## src/rtl/network_mac_pkg.sv

```systemverilog
// Shared types and helpers for the conv-layer MAC/requant block.
package network_mac_pkg;

  typedef enum logic [1:0] {
    IDLE = 2'd0,
    ACC  = 2'd1,
    HOLD = 2'd2
  } state_t;

  localparam int DEF_PROD_W = 30;
  localparam int DEF_ACC_W  = 40;
  localparam int DEF_OUT_W  = 16;

  // Clamp a signed value into the range of a w-bit signed integer.
  function automatic logic signed [63:0] sat_signed(input logic signed [63:0] value,
                                                    input int unsigned w);
    logic signed [63:0] hi;
    logic signed [63:0] lo;
    hi = (64'sd1 <<< (w - 1)) - 64'sd1;
    lo = -(64'sd1 <<< (w - 1));
    if (value > hi)      sat_signed = hi;
    else if (value < lo) sat_signed = lo;
    else                 sat_signed = value;
  endfunction

endpackage

```

## src/rtl/network_requant_sat.sv

```systemverilog
// Combinational round-half-up, arithmetic shift and saturation of the biased
// window sum. Define NETWORK_MAC_RELU_EN to clamp negative results to zero.
import network_mac_pkg::*;

module network_requant_sat #(
  parameter int ACC_W = DEF_ACC_W,
  parameter int OUT_W = DEF_OUT_W,
  parameter int SHIFT = 14
) (
  input  logic signed [ACC_W:0]   sum,
  output logic signed [OUT_W-1:0] res
);

  // One extra bit so adding the rounding constant can never wrap.
  localparam logic [ACC_W+1:0] RND = (SHIFT > 0) ?
    ({{(ACC_W+1){1'b0}}, 1'b1} << ((SHIFT > 0) ? SHIFT - 1 : 0)) : '0;

  logic signed [ACC_W+1:0] rnd;
  logic signed [ACC_W+1:0] shifted;
  logic signed [63:0]      wide;
  logic signed [63:0]      sat;
  logic signed [OUT_W-1:0] sat_out;
  logic [63-OUT_W:0]       sat_unused;

  assign rnd        = {sum[ACC_W], sum} + $signed(RND);
  assign shifted    = rnd >>> SHIFT;
  assign wide       = {{(64-ACC_W-2){shifted[ACC_W+1]}}, shifted};
  assign sat        = sat_signed(wide, OUT_W);
  assign sat_out    = sat[OUT_W-1:0];
  assign sat_unused = sat[63:OUT_W];

  // Final result, optionally passed through the fused ReLU.
  always_comb begin
    res = sat_out;
`ifdef NETWORK_MAC_RELU_EN
    if (sat_out[OUT_W-1]) res = '0;
`else
    res = sat_out;
`endif
  end

endmodule

```

## src/rtl/network_mac_requant.sv

```systemverilog
// Kernel-window accumulator: sums products, adds scaled bias, requantizes to
// OUT_W and hands one result per window downstream over valid/ready.
// Optional fused ReLU is selected with NETWORK_MAC_RELU_EN.
import network_mac_pkg::*;

module network_mac_requant #(
  parameter int PROD_W     = DEF_PROD_W,
  parameter int ACC_W      = DEF_ACC_W,
  parameter int OUT_W      = DEF_OUT_W,
  parameter int SHIFT      = 14,
  parameter int BIAS_SHIFT = 14,
  parameter int MAX_LEN    = 1024
) (
  input  logic                     ap_clk,
  input  logic                     ap_rst,
  input  logic                     in_valid,
  output logic                     in_ready,
  input  logic signed [PROD_W-1:0] in_prod,
  input  logic                     in_last,
  input  logic signed [OUT_W-1:0]  bias_in,
  output logic                     out_valid,
  input  logic                     out_ready,
  output logic signed [OUT_W-1:0]  out_data,
  output logic                     err
);

  localparam int CNT_W = $clog2(MAX_LEN) + 1;

  state_t state, state_nxt;

  logic                    in_fire;
  logic                    out_fire;
  logic signed [ACC_W-1:0] acc;
  logic signed [ACC_W-1:0] acc_base;
  logic signed [ACC_W-1:0] acc_nxt;
  logic signed [ACC_W:0]   bias_ext;
  logic signed [ACC_W:0]   bias_sc;
  logic signed [ACC_W:0]   sum;
  logic signed [OUT_W-1:0] res;
  logic [CNT_W-1:0]        beat_cnt;

  // A held result blocks input unless it is being taken this very cycle.
  assign in_ready = (state != HOLD) || out_ready;
  assign in_fire  = in_valid && in_ready;
  assign out_fire = out_valid && out_ready;

  // Any beat outside ACC opens a new window, so it starts from zero.
  assign acc_base = (state == ACC) ? acc : '0;
  assign acc_nxt  = acc_base + {{(ACC_W-PROD_W){in_prod[PROD_W-1]}}, in_prod};
  assign bias_ext = {{(ACC_W+1-OUT_W){bias_in[OUT_W-1]}}, bias_in};
  assign bias_sc  = bias_ext <<< BIAS_SHIFT;
  assign sum      = {acc_nxt[ACC_W-1], acc_nxt} + bias_sc;

  network_requant_sat #(
    .ACC_W (ACC_W),
    .OUT_W (OUT_W),
    .SHIFT (SHIFT)
  ) u_requant (
    .sum (sum),
    .res (res)
  );

  // State register.
  always_ff @(posedge ap_clk) begin
    if (ap_rst) state <= IDLE;
    else        state <= state_nxt;
  end

  // Next-state logic; HOLD can chain straight into the next window.
  always_comb begin
    state_nxt = state;
    case (state)
      IDLE: if (in_fire) state_nxt = in_last ? HOLD : ACC;
      ACC:  if (in_fire && in_last) state_nxt = HOLD;
      HOLD: begin
        if (out_fire) begin
          if (in_fire) state_nxt = in_last ? HOLD : ACC;
          else         state_nxt = IDLE;
        end
      end
      default: state_nxt = IDLE;
    endcase
  end

  // Accumulator and window beat counter with sticky overrun flag.
  always_ff @(posedge ap_clk) begin
    if (ap_rst) begin
      acc      <= '0;
      beat_cnt <= '0;
      err      <= 1'b0;
    end else if (in_fire) begin
      acc <= acc_nxt;
      if (in_last) begin
        beat_cnt <= '0;
      end else if (beat_cnt == CNT_W'(MAX_LEN - 1)) begin
        err <= 1'b1;
      end else begin
        beat_cnt <= beat_cnt + 1'b1;
      end
    end
  end

  // Output register: load on the last beat, drop valid once taken.
  always_ff @(posedge ap_clk) begin
    if (ap_rst) begin
      out_valid <= 1'b0;
      out_data  <= '0;
    end else if (in_fire && in_last) begin
      out_valid <= 1'b1;
      out_data  <= res;
    end else if (out_fire) begin
      out_valid <= 1'b0;
    end
  end

endmodule

```

## config.mk

```make
export PLATFORM = sky130hd
export DESIGN_NAME = network_mac_requant
export DESIGN_NICKNAME = d
export VERILOG_FILES = /design/src/rtl/network_mac_pkg.sv /design/src/rtl/network_requant_sat.sv /design/src/rtl/network_mac_requant.sv
export SDC_FILE = /design/constraint.sdc
export NUM_CORES = 1
export LEC_CHECK = 0
export CAP_MARGIN = 40
export CORE_MARGIN = 3
export CORE_UTILIZATION = 54
export CTS_CLUSTER_SIZE = 20
export DETAILED_ROUTE_END_ITERATION = 8
export MAX_ROUTING_LAYER = met4
export PLACE_DENSITY = 0.79
export SYNTH_ARGS = -nofsm -noshare
export SYNTH_HDL_FRONTEND = slang
export SYNTH_HIERARCHICAL = 1
export SYNTH_SLANG_ARGS = --single-unit
```

## constraint.sdc

```tcl
create_clock -name ap_clk -period 6.9 [get_ports ap_clk]
set_input_delay 0.69 -clock ap_clk [delete_from_list [all_inputs] [get_ports ap_clk]]
set_output_delay 0.69 -clock ap_clk [all_outputs]
set_load 0.02 [all_outputs]
```

# [Word-level counts from Yosys, hierarchy flattened]
# Cells that the tools add are included.
[classes] eq_ne=8 n_bitwise=1 n_reduce_logical=9 add_sub_neg=4 n_lt_le_gt_ge=2 n_mux=13
[ops] operator="41-bit by 15-bit adder with 42-bit output (second input constant)" count=1
[ops] operator="40-bit by 30-bit adder with 41-bit output" count=1
[ops] operator="40-bit adder" count=1
[ops] operator="40-bit 2-to-1 mux" count=1
[ops] operator="16-bit 2-to-1 mux" count=2
[ops] operator="28-bit by 16-bit greater-than comparator with 1-bit output (second input constant)" count=1
[ops] operator="28-bit by 16-bit less-than comparator with 1-bit output (second input constant)" count=1
[ops] operator="11-bit 2-to-1 mux" count=2
[ops] operator="11-bit by 1-bit adder with 11-bit output (second input constant)" count=1
[ops] operator="11-bit by 10-bit == test with 1-bit output (second input constant)" count=1
[ops] operator="2-bit 2-to-1 mux" count=5
[ops] operator="2-bit inequality test (second input constant)" count=4
[ops] operator="2-bit case mux with 3 select lines" count=1
[ops] operator="3-bit AND reduction" count=2
[ops] operator="1-bit logical AND" count=3
[ops] operator="2-bit by 1-bit == test with 1-bit output (second input constant)" count=1
[ops] operator="2-bit == test (second input constant)" count=1
[ops] operator="2-bit zero test" count=1
[ops] operator="1-bit 2-to-1 mux" count=2
[ops] operator="2-bit by 1-bit inequality test with 1-bit output (second input constant)" count=1
[ops] operator="2-bit AND reduction" count=1
[ops] operator="2-bit nonzero test" count=1
[ops] operator="1-bit logical OR" count=1
[ops] operator="1-bit NOT" count=1
[totals] out_inout_bits=19 ff_bits=71 inputBits=51 wordCells=43

# [Logic depth before layout (Yosys ltp)]
# Gate-level depths: netlist of the first run.
[depth] ltp_word=8 mapped_depth=33 mapped_depth_nobuf=31

# [Cells and area by module]
# The synthesis of the first run kept the hierarchy.
[by_module_without_submodules] module="network_mac_requant" seq_area_each_um2=1421.4 area_per_inst_um2=6461.2 cells_each=864 n_inst=1
[by_module_without_submodules] module="network_requant_sat" seq_area_each_um2=0.0 area_per_inst_um2=843.3 cells_each=119 n_inst=1

# [Worst setup path before layout of the first run]
# Ideal clock, no wire load.
[synth_timing] kind="flip-flop to flip-flop" start="register state[0]" end="register out_data[10]" setup_slack_ns=0.543 required_time_ns=6.768 path_buffers=2 stages_incl_launch_ff=33 setup_time_ns=0.132 t_arrival_ns=6.225 cell_sequence="dfxtp_1 > nor2b_1 > clkbuf_1 > and2_1 > ha_1 > inv_1 > fa_1 > nand2b_1 > a21oi_2 > o21ai_1 > o31ai_2 > xor2_1 > ha_1 > inv_1 > fa_1 > nor2b_1 > o21a_1 > o21ai_1 > a21oi_1 > o41ai_2 > a21oi_1 > o21a_1 > nor2_1 > xnor2_1 > nand2_1 > or4b_2 > a21oi_1 > o21ai_0 > o31ai_4 > buf_6 > o21ai_1 > nand2_1 > a21oi_1"
[synth_between] elab_chain_len=8
[synth_lines] element="start, declared" line="network_mac_requant.sv:29" source="state_t state, state_nxt;"
[synth_lines] element="start signal, assigned" line="network_mac_requant.sv:66" source="else state <= state_nxt;"
[synth_lines] element="2-bit by 1-bit == test with 1-bit output *" line="network_mac_requant.sv:48" source="assign acc_base = (state == ACC) ? acc : '0;"
[synth_lines] element="40-bit 2-to-1 mux *" line="network_mac_requant.sv:48"
[synth_lines] element="40-bit adder *" line="network_mac_requant.sv:49" source="assign acc_nxt = acc_base + {{(ACC_W-PROD_W){in_prod[PROD_W-1]}}, in_prod};"
[synth_lines] element="via acc_nxt[14]" line="network_mac_requant.sv:35" source="logic signed [ACC_W-1:0] acc_nxt;"
[synth_lines] element="40-bit by 30-bit adder with 41-bit output *" line="network_mac_requant.sv:52" source="assign sum = {acc_nxt[ACC_W-1], acc_nxt} + bias_sc;"
[synth_lines] element="via sum[30]" line="network_mac_requant.sv:38" source="logic signed [ACC_W:0] sum;"
[synth_lines] element="41-bit by 15-bit adder with 42-bit output *" line="network_requant_sat.sv:25" source="assign rnd = {sum[ACC_W], sum} + $signed(RND);"
[synth_lines] element="28-bit by 16-bit less-than comparator with 1-bit output" line="network_mac_pkg.sv:22" source="else if (value < lo) sat_signed = lo;"
[synth_lines] element="16-bit 2-to-1 mux" line="network_mac_pkg.sv:22"
[synth_lines] element="16-bit 2-to-1 mux *" line="network_mac_pkg.sv:21" source="if (value > hi) sat_signed = hi;"
[synth_lines] element="via res[10]" line="network_mac_requant.sv:39" source="logic signed [OUT_W-1:0] res;"
[synth_lines] element="end signal, assigned" line="network_mac_requant.sv:110" source="out_data <= res;"
[synth_lines] element="end, declared" line="network_mac_requant.sv:23" source="output logic signed [OUT_W-1:0] out_data,"
# Mark *: on every way through the listed nets, which the timed path passes. The rest lies on a longest branch.
# A chain may end at the register's enable or synchronous reset.

# [Worst setup path in the final report of the first run]
[layout_timing] start="input port in_prod[0]" end="register out_data[4]"
[layout_between] elab_chain_len=6
[layout_lines] element="start, declared" line="network_mac_requant.sv:18" source="input logic signed [PROD_W-1:0] in_prod,"
[layout_lines] element="40-bit adder *" line="network_mac_requant.sv:49"
[layout_lines] element="via acc_nxt[26]" line="network_mac_requant.sv:35"
[layout_lines] element="40-bit by 30-bit adder with 41-bit output *" line="network_mac_requant.sv:52"
[layout_lines] element="via sum[33]" line="network_mac_requant.sv:38"
[layout_lines] element="41-bit by 15-bit adder with 42-bit output *" line="network_requant_sat.sv:25"
[layout_lines] element="28-bit by 16-bit less-than comparator with 1-bit output" line="network_mac_pkg.sv:22"
[layout_lines] element="16-bit 2-to-1 mux" line="network_mac_pkg.sv:22"
[layout_lines] element="16-bit 2-to-1 mux *" line="network_mac_pkg.sv:21"
[layout_lines] element="via res[4]" line="network_mac_requant.sv:39"
# Marks and branches as above.

==> results of run 1 <==
[critical path: cells and delay by family]
| family | cells | cell delay, ps |
|---|---|---|
| xor gates and xnor gates | 2 | 400 |
| and+or+nand+nor | 4 | 1040 |
| buffers and inverters | 5 | 1050 |
| AOI/OAI and AO/OA | 15 | 2590 |
| adders and majority gates | 3 | 930 |
[layout make-up]
type,count,area [um^2],share of cell area [%]
sequential,71,1420,16.3
timing repair buffer,104,956,11.0
clock inverter,7,80.1,0.919
multi-input combinational,847,5710,65.6
inverter,28,105,1.21
clock buffer,9,225,2.58
tap,172,215,2.47
[routing by layer]
layer	global-route usage, %	vias up
met3	3.87	25
li1	-	3656
met4	7.70	0
met5	-	-
met2	43.0	168
met1	33.7	3311
[per-stage QoR]
stage | cells | hold WS, ps | setup slack, ps | utilization (%)
final | 1238 | 437 | 395 | 67.4
after global routing | 1238 | 463 | -14.7 | 67.4
after CTS | 1235 | 436 | 260 | 66.2
after detailed placement | 1219 | 423 | -53.5 | 63.9
after global placement | 1219 | 418 | -42.2 | 63.9
after floorplan | 982 | 410 | 543 | -
[what timing repair did]
item,in CTS,in global routing
hold buffers,0,0
setup buffers,0,3
endpoints found under the setup margin,0,15
gates resized for setup,0,26
[flip-flops by register name, indices dropped and copies added, names as in the netlist]
name / count
state: 2
err: 1
acc: 40
out_valid: 1
out_data: 16
beat_cnt: 11
[worst max-delay path by stage]
stage                        end  slack (ps)  cells after the start
floorplan           out_data[10]         540                     32
global placement     out_data[0]         -40                     31
detailed placement   out_data[4]         -50                     31
CTS                  out_data[4]         260                     31
global route         out_data[0]         -10                     31
finish               out_data[4]         390                     29
[report_power, final]
group          leakage, nW  switching (mW)  total (mW)  internal, mW
registers            0.583          0.0144       0.453         0.439
clock network        0.148           0.207       0.492         0.285
logic                 2.93           0.408       0.713         0.304
total                 3.66           0.629        1.66          1.03
==> results.md, run 1 <==
* Slowest CP cell: or4b_2
* Met3 wire length at 730 um
* Final Critical Period at 6510 ps
* Largest net degree at the start of global routing at 63
* ANT cells at 0
* Highest Clock Rate at 0.154 GHz
* DR pass1 iterations at 5
* GRT Total Usage at 26.2%
* Post-synthesis average cell area at 7.43 um^2
* Drt drc at 0
* Hold Path Depth at 2
* # setup viols final at 0
* Vias/cell at 5.78
* Dpl cell area at 8260 um^2
* Placer Congestion at 0.961
* Dpl hpwl at 14300 um
* Outcome: finished clean
* Port Buffers at 69
* Gr ovfl total at 0
* DR WL met2 at 8920 um
* Initial antenna violation count at 0
* Crit path launch: in_prod[0]
* Crit share post-route at 94.3%
* Syn-to-layout area delta at 19.4%
* Reg2reg setup slack at 470 ps
* Most frequent cells in the layout: nand2_1, a21oi_1, dfxtp_1
* Min-delay src: beat_cnt[10]
* CTS sink cnt at 71
* Fill cells at 1134
* CP endpoint kind: register
* Root Driver: clkbuf_16
* Most frequent CP cell: buf_4
* Die Wd at 122 um
* Final Power at 1.66 mW
* Setup CP Type: in2reg
* Crit path required time at 7100 ps
* R2R Path End: out_data[4]
* Htree depth at 3
* LEAKAGE at 3.66 nW
* CP peak stage delay at 670 ps
* Max Slew Vio Count at 0
* Syn Inst Count at 982
* Remaining antenna violation count after routing at 0
* Maximum root-to-sink buffer count at 2
* Max Cap Violations at 0
* Syn_nets at 1102
* Layout cells sized above 1 at 11.3%
* TNS Setup at 0 ps
* Fin Clk Skew at 8.26 ps
* Slew HR at 53.4%
* Post-route cell area at 8720 um^2
* First-pass GRT wire length at 31100 um
* Warning count from the yosys run at 6
* Worst hold endpoint: beat_cnt[10]
* Vias in the first global route at 6586
* Via Count at 7160
* Final nets at 1181
* Clock Latency Late Sink at 350 ps
* Post-route met1 wirelength at 8830 um
* Worst-Margin Slew at 699 ps
* Reg2Reg Launch Point: state[1]
* FP Rows at 41
* Wirelength per Cell at 15.2 um
* Hold Crit Class: reg2reg
* WP data arrival at 6700 ps
* CTS clk-pin slew, worst paths at 60 ps
* Register-to-Register Path Depth at 30
* Die height at 122 um
* Startpoint types: input pin
* DR top layer: met4
* 1st-iter DRT viols at 508
* Top Ports at 70
* Hold Violations, Final at 0
* Starting Density at 56.5%
* Maximum VDD drop at 0.000184 V
* Core ar. at 12900 um^2
* TritonCTS clock tree: yes
* Synth Cell Area at 7300 um^2
* Post-Route WL at 18900 um
* Maximum fanout along the worst path at 7
* Commonest non-fill, non-tap cell in the layout: nand2_1
* Die ar. at 15000 um^2
* Pwr dens at 190 nW/um^2
* Clock buffer count from CTS at 9
No activity file was read; power rests on OpenSTA's default activity.
==> inputs of run 2 (changes only) <==
--- a/config.mk
+++ b/config.mk
@@ -5,7 +5,9 @@
 export SDC_FILE = /design/constraint.sdc
 export NUM_CORES = 1
 export LEC_CHECK = 0
+export ABC_AREA = 0
 export CAP_MARGIN = 40
+export CORE_ASPECT_RATIO = 1.5
 export CORE_MARGIN = 3
 export CORE_UTILIZATION = 54
 export CTS_CLUSTER_SIZE = 20
==> results.md, run 2 (synthesized netlist as in run 1, its figures left out) <==
* Clock Latency Late Sink at 350 ps (about the same)
* FP Rows at 51 (was 41)
* Slowest CP cell: clkdlybuf4s50_1 (was or4b_2)
* Family with the most delay on the worst path: compound AO/OA/AOI/OAI gates (unchanged)
* Maximum root-to-sink buffer count at 2 (unchanged)
* Max reg flops at 40 (unchanged)
* Multi-input logic area at 5660 um^2 (was 5710 um^2)
* Clock buffer count from CTS at 9 (unchanged)
* Slew HR at 53.0% (was 53.4%)
* Root Driver: clkbuf_16 (unchanged)
* Via Count at 7409 (was 7160)
* Setup ws final at 314 ps (was 395 ps)
* CP peak stage delay at 460 ps (was 670 ps)
* Port Buffers at 69 (unchanged)
* Highest Clock Rate at 0.152 GHz (was 0.154 GHz)
* P_sw at 0.640 mW (was 0.629 mW)
* Worst-Margin Slew at 706 ps (was 699 ps)
* Hold buffers post-CTS at 0 (unchanged)
* FF+latch area at 1420 um^2 (unchanged)
* # setup viols final at 0 (unchanged)
* Setup CP Type: in2reg (unchanged)
* Dpl hpwl at 15400 um (was 14300 um)
* Hold Violations, Final at 0 (unchanged)
* Final Critical Period at 6590 ps (was 6510 ps)
* First-pass GRT wire length at 33100 um (was 31100 um)
* Starting Density at 55.8% (was 56.5%)
* CTS sink cnt at 71 (unchanged)
* Outcome: finished clean (unchanged)
* Gr ovfl total at 0 (unchanged)
* Vias/cell at 5.98 (was 5.78)
* Clock share of power at 30.5% (was 29.7%)
* Die Wd at 101 um (was 122 um)
* Crit share post-route at 95.4% (was 94.3%)
* Final Power at 1.73 mW (was 1.66 mW)
* Logic pwr share at 43.3% (was 43.0%)
* Post-Route WL at 20400 um (was 18900 um)
* Htree depth at 3 (unchanged)
* Placed cells at 1219 (unchanged)
* Placer Congestion at 0.959 (was 0.961)
* Finished Layout Cells at 1240 (was 1238)
* Initial antenna violation count at 0 (unchanged)
* Top Ports at 70 (unchanged)
* Vias in the first global route at 7170 (was 6586)
* GRT Total Usage at 27.9% (was 26.2%)
* Die height at 148 um (was 122 um)
* Final nets at 1196 (was 1181)
* Max Slew Vio Count at 0 (unchanged)
* Syn-to-layout area delta at 20.5% (was 19.4%)
* Crit path required time at 7180 ps (was 7100 ps)
* Place WS at -17.2 ps (was -53.5 ps)
* Wirelength per Cell at 16.4 um (was 15.2 um)
* Maximum fanout along the worst path at 9 (was 7)
* Die ar. at 15000 um^2 (about the same)
* 1st-iter DRT viols at 334 (was 508)
* TritonCTS clock tree: yes (unchanged)
* Commonest non-fill, non-tap cell in the layout: nand2_1 (unchanged)
* Hold Crit Class: reg2reg (unchanged)
* Layout cells sized above 1 at 11.7% (was 11.3%)
* Pwr dens at 197 nW/um^2 (was 190 nW/um^2)
* Most flops, register: acc (unchanged)
* CP endpoint kind: register (unchanged)
* Fill cells at 1137 (was 1134)
* Internal power at 1.09 mW (was 1.03 mW)
* Drt drc at 0 (unchanged)
* Hold WS at 438 ps (was 437 ps)
* Flop pwr share at 26.2% (was 27.3%)
* Largest net degree at the start of global routing at 63 (unchanged)
* Biggest regs: acc (40), out_data (16), beat_cnt (11) (unchanged)
* Startpoint types: input pin (unchanged)
* ANT cells at 0 (unchanged)
* Core ar. at 13100 um^2 (was 12900 um^2)
* DR pass1 iterations at 5 (unchanged)
* Maximum VDD drop at 0.000217 V (was 0.000184 V)
* Switching share of power at 37.0% (was 38.0%)
* Max Cap Violations at 0 (unchanged)
* Fin Clk Skew at 10.5 ps (was 8.26 ps)
* LEAKAGE at 3.73 nW (was 3.66 nW)
* CTS clk-pin slew, worst paths at 60 ps (about the same)
* Remaining antenna violation count after routing at 0 (unchanged)
* Most frequent cells in the layout: nand2_1, a21oi_1, dfxtp_1 (unchanged)
* Buf/Inv on CP at 5 (unchanged)
* WP data arrival at 6860 ps (was 6700 ps)
-- run 2: cell count changes in the layout (fill, tap and decap cells not counted), sizes merged --
cell    delta
buf       +15
inv        -2
clkbuf     +1
bufinv     +1
-- run 2: power by group through the flow --
stage | clock network, mW | logic (mW) | registers (mW)
finish | 0.528 | 0.750 | 0.452
global route | 0.549 | 0.814 | 0.456
CTS | 0.534 | 0.724 | 0.453
detailed placement | 0 | 0.719 | 0.462
global placement | 0 | 0.713 | 0.460
floorplan | 0 | 0.462 | 0.470
-- run 2: worst paths after layout --
check	slack [ps]	startpoint	cells after the start	endpoint
worst min-delay path	440	beat_cnt[10]	2	beat_cnt[10]
worst max register to register	370	state[1]	29	out_data[1]
worst max-delay path	310	in_prod[0]	29	out_data[1]
worst min register to register	440	beat_cnt[10]	2	beat_cnt[10]
-- run 2: worst min-delay path: stages (launching register included) --
cell and delay (ps):
dfxtp_1 310, nand2_1 60, nor2_1 30
-- run 2: metal layers --
layer / vias to the layer above / routed length [um] / track usage [%] / part of all wire (%)
met3: 59 / 664 / 4.08 / 3.3
met4: 0 / 1010 / 12.5 / 5.0
met2: 173 / 10700 / 50.5 / 52
met5: - / 0 / - / 0
li1: 3689 / - / - / -
met1: 3488 / 8020 / 29.6 / 39
-- run 2: timing repair --
action,4_1_cts,5_1_grt
resized for setup,0,15
endpoints found under the setup margin,0,15
buffers inserted,0,5
-- run 2: metrics by stage --
stage	instance area (um^2)	TNS [ps]	util, %
after floorplan	7300	0	-
after global placement	8350	0	63.8
after detailed placement	8350	-38.1	63.8
after CTS	8680	0	66.4
after global routing	8800	-325	67.3
final	8800	0	67.3
-- run 2: cell type report --
| type | count | area share [%] |
|---|---|---|
| Clock buffer | 10 | 2.72 |
| Multi-Input combinational cell | 847 | 64.3 |
| Inverter | 28 | 1.19 |
| Clock inverter | 6 | 1.05 |
| Sequential cell | 71 | 16.2 |
| Timing Repair Buffer | 119 | 12.3 |
| Tap cell | 159 | 2.26 |
==> inputs of run 3 (changes only) <==
--- a/config.mk
+++ b/config.mk
@@ -14,6 +14,7 @@
 export DETAILED_ROUTE_END_ITERATION = 8
 export MAX_ROUTING_LAYER = met4
 export PLACE_DENSITY = 0.79
+export SETUP_SLACK_MARGIN = 0.3
 export SYNTH_ARGS = -nofsm -noshare
 export SYNTH_HDL_FRONTEND = slang
 export SYNTH_HIERARCHICAL = 1
==> results.md, run 3 (synthesized netlist as in run 1, its figures left out) <==
* Outcome: finished clean (unchanged)
* Clock share of power at 29.9% (was 30.5%)
* # setup viols final at 0 (unchanged)
* Logic pwr share at 44.4% (was 43.3%)
* Max Cap Violations at 0 (unchanged)
* Fill cells at 1084 (was 1137)
* Crit path launch: state[0] (was in_prod[0])
* Via Count at 7422 (was 7409)
* Crit path required time at 7110 ps (was 7180 ps)
* Flop pwr share at 25.7% (was 26.2%)
* Port Buffers at 69 (unchanged)
* Placer Congestion at 0.959 (unchanged)
* Post-Route WL at 21100 um (was 20400 um)
* Hold Violations, Final at 0 (unchanged)
* TritonCTS clock tree: yes (unchanged)
* Switching share of power at 37.3% (was 37.0%)
* Max Slew Vio Count at 0 (unchanged)
* Hold WS at 439 ps (was 438 ps)
* Maximum root-to-sink buffer count at 2 (unchanged)
* Die Wd at 101 um (unchanged)
* Starting Density at 55.8% (unchanged)
* Vias in the first global route at 7170 (unchanged)
* Pwr dens at 194 nW/um^2 (was 197 nW/um^2)
* Drt drc at 0 (unchanged)
* FP Rows at 51 (unchanged)
* DR pass1 iterations at 5 (unchanged)
* Placed cells at 1219 (unchanged)
* P_sw at 0.657 mW (was 0.640 mW)
* End of the critical path: out_data[2] (was out_data[1])
* Die ar. at 15000 um^2 (unchanged)
* Core ar. at 13100 um^2 (unchanged)
* Final nets at 1201 (was 1196)
* 1st-iter DRT viols at 403 (was 334)
* Die height at 148 um (unchanged)
* Highest Clock Rate at 0.153 GHz (was 0.152 GHz)
* Biggest regs: acc (40), out_data (16), beat_cnt (11) (unchanged)
* Htree depth at 3 (unchanged)
* Slowest CP cell: o41ai_4 (was clkdlybuf4s50_1)
* Crit share post-route at 94.5% (was 95.4%)
* Hold Crit Class: reg2reg (unchanged)
* Register-to-Register Path Depth at 29 (unchanged)
* Wirelength per Cell at 16.9 um (was 16.4 um)
* Vias/cell at 5.96 (was 5.98)
* Clock buffer count from CTS at 9 (unchanged)
* Slew HR at 53.2% (was 53.0%)
* Reg2Reg Launch Point: state[0] (was state[1])
* Startpoint types: register (was input pin)
* Largest net degree at the start of global routing at 63 (unchanged)
* R2R Path End: out_data[2] (was out_data[1])
* Reg2reg setup slack at 380 ps (was 370 ps)
* Syn-to-layout area delta at 24.1% (was 20.5%)
* ANT cells at 0 (unchanged)
* CP peak stage delay at 420 ps (was 460 ps)
* Root Driver: clkbuf_16 (unchanged)
* Hold buffers post-CTS at 0 (unchanged)
* Dpl hpwl at 15400 um (unchanged)
* Finished Layout Cells at 1245 (was 1240)
* GRT Total Usage at 27.9% (unchanged)
* Gr ovfl total at 0 (unchanged)
* Max reg flops at 40 (unchanged)
* WP data arrival at 6730 ps (was 6860 ps)
* First-pass GRT wire length at 33100 um (unchanged)
* Worst-Margin Slew at 702 ps (was 706 ps)
* Layout cells sized above 1 at 15.2% (was 11.7%)
* RSZ-0062 raised after global routing: yes
* Setup CP Type: reg2reg (was in2reg)
* Commonest non-fill, non-tap cell in the layout: nand2_1 (unchanged)
* Most flops, register: acc (unchanged)
* Final Critical Period at 6520 ps (was 6590 ps)
* Internal power at 1.11 mW (was 1.09 mW)
* Fin Clk Skew at 8.94 ps (was 10.5 ps)
* CTS clk-pin slew, worst paths at 60 ps (about the same)
* Clock Latency Late Sink at 350 ps (about the same)
* LEAKAGE at 3.84 nW (was 3.73 nW)
* CP endpoint kind: register (unchanged)
* Most frequent cells in the layout: nand2_1, a21oi_1, dfxtp_1 (unchanged)
* CTS sink cnt at 71 (unchanged)
* Top Ports at 70 (unchanged)
* Maximum fanout along the worst path at 15 (was 9)
* Initial antenna violation count at 0 (unchanged)
* Maximum VDD drop at 0.000220 V (was 0.000217 V)
* Remaining antenna violation count after routing at 0 (unchanged)
## run 3: cell types whose count changed in the layout (fill, tap and decap cells not counted), sizes merged
| cell | delta |
|---|---|
| buf | +4 |
| clkbuf | +1 |
## run 3: stage by stage
stage	total power, mW	TNS (ps)	cell area (um^2)	worst slack [ps]	utilization (%)
2_1_floorplan	0.933	0	7300	543	-
3_3_place_gp	1.17	0	8350	2.94	63.8
3_5_place_dp	1.18	-38.1	8350	-17.2	63.8
4_1_cts	1.71	0	8680	319	66.4
5_1_grt	1.85	0	9060	158	69.3
6_report	1.76	0	9060	382	69.3
## run 3: cell type report
class	instances	area [um^2]	share of cell area (%)
clock buffers	10	239	2.64
well taps	159	199	2.19
clock inverters	6	92.6	1.02
multi-input cells	847	5860	64.7
inverters	28	105	1.16
repair buffers	124	1140	12.6
flip-flops and latches	71	1420	15.7
## run 3: power by group through the flow
stage	logic (mW)	registers, mW	clock network, mW
2_1_floorplan	0.462	0.470	0
5_1_grt	0.847	0.456	0.549
4_1_cts	0.724	0.453	0.534
3_3_place_gp	0.713	0.460	0
3_5_place_dp	0.719	0.462	0
6_report	0.782	0.453	0.528
## run 3: worst max-delay path, delay by kind of cell, from the launching register on
kind	cells	cell delay (ps)
buf+inv	5	810
xor+xnor	3	520
simple gates	11	2220
flops	1	340
fa+ha+maj	2	770
compound gates	8	1700
## run 3: layer usage
layer / track usage, % / wire, um / up-vias
li1: - / - / 3699
met1: 29.6 / 8220 / 3499
met2: 50.5 / 11300 / 169
met3: 4.08 / 684 / 55
met4: 12.5 / 879 / 0
met5: - / 0 / -
## run 3: how the worst min path moves through the flow
stage | startpoint | endpoint | slack [ps] | cells after the start
after global routing | beat_cnt[10] | beat_cnt[10] | 470 | 2
after CTS | beat_cnt[10] | beat_cnt[10] | 440 | 2
after global placement | beat_cnt[10] | beat_cnt[10] | 420 | 2
final | beat_cnt[10] | beat_cnt[10] | 440 | 2
after floorplan | beat_cnt[10] | beat_cnt[10] | 410 | 2
after detailed placement | beat_cnt[10] | beat_cnt[10] | 430 | 2
## run 3: repair_timing
item	4_1_cts	5_1_grt
gates resized for setup	0	59
endpoints found under the setup margin	0	15
setup buffers	0	9
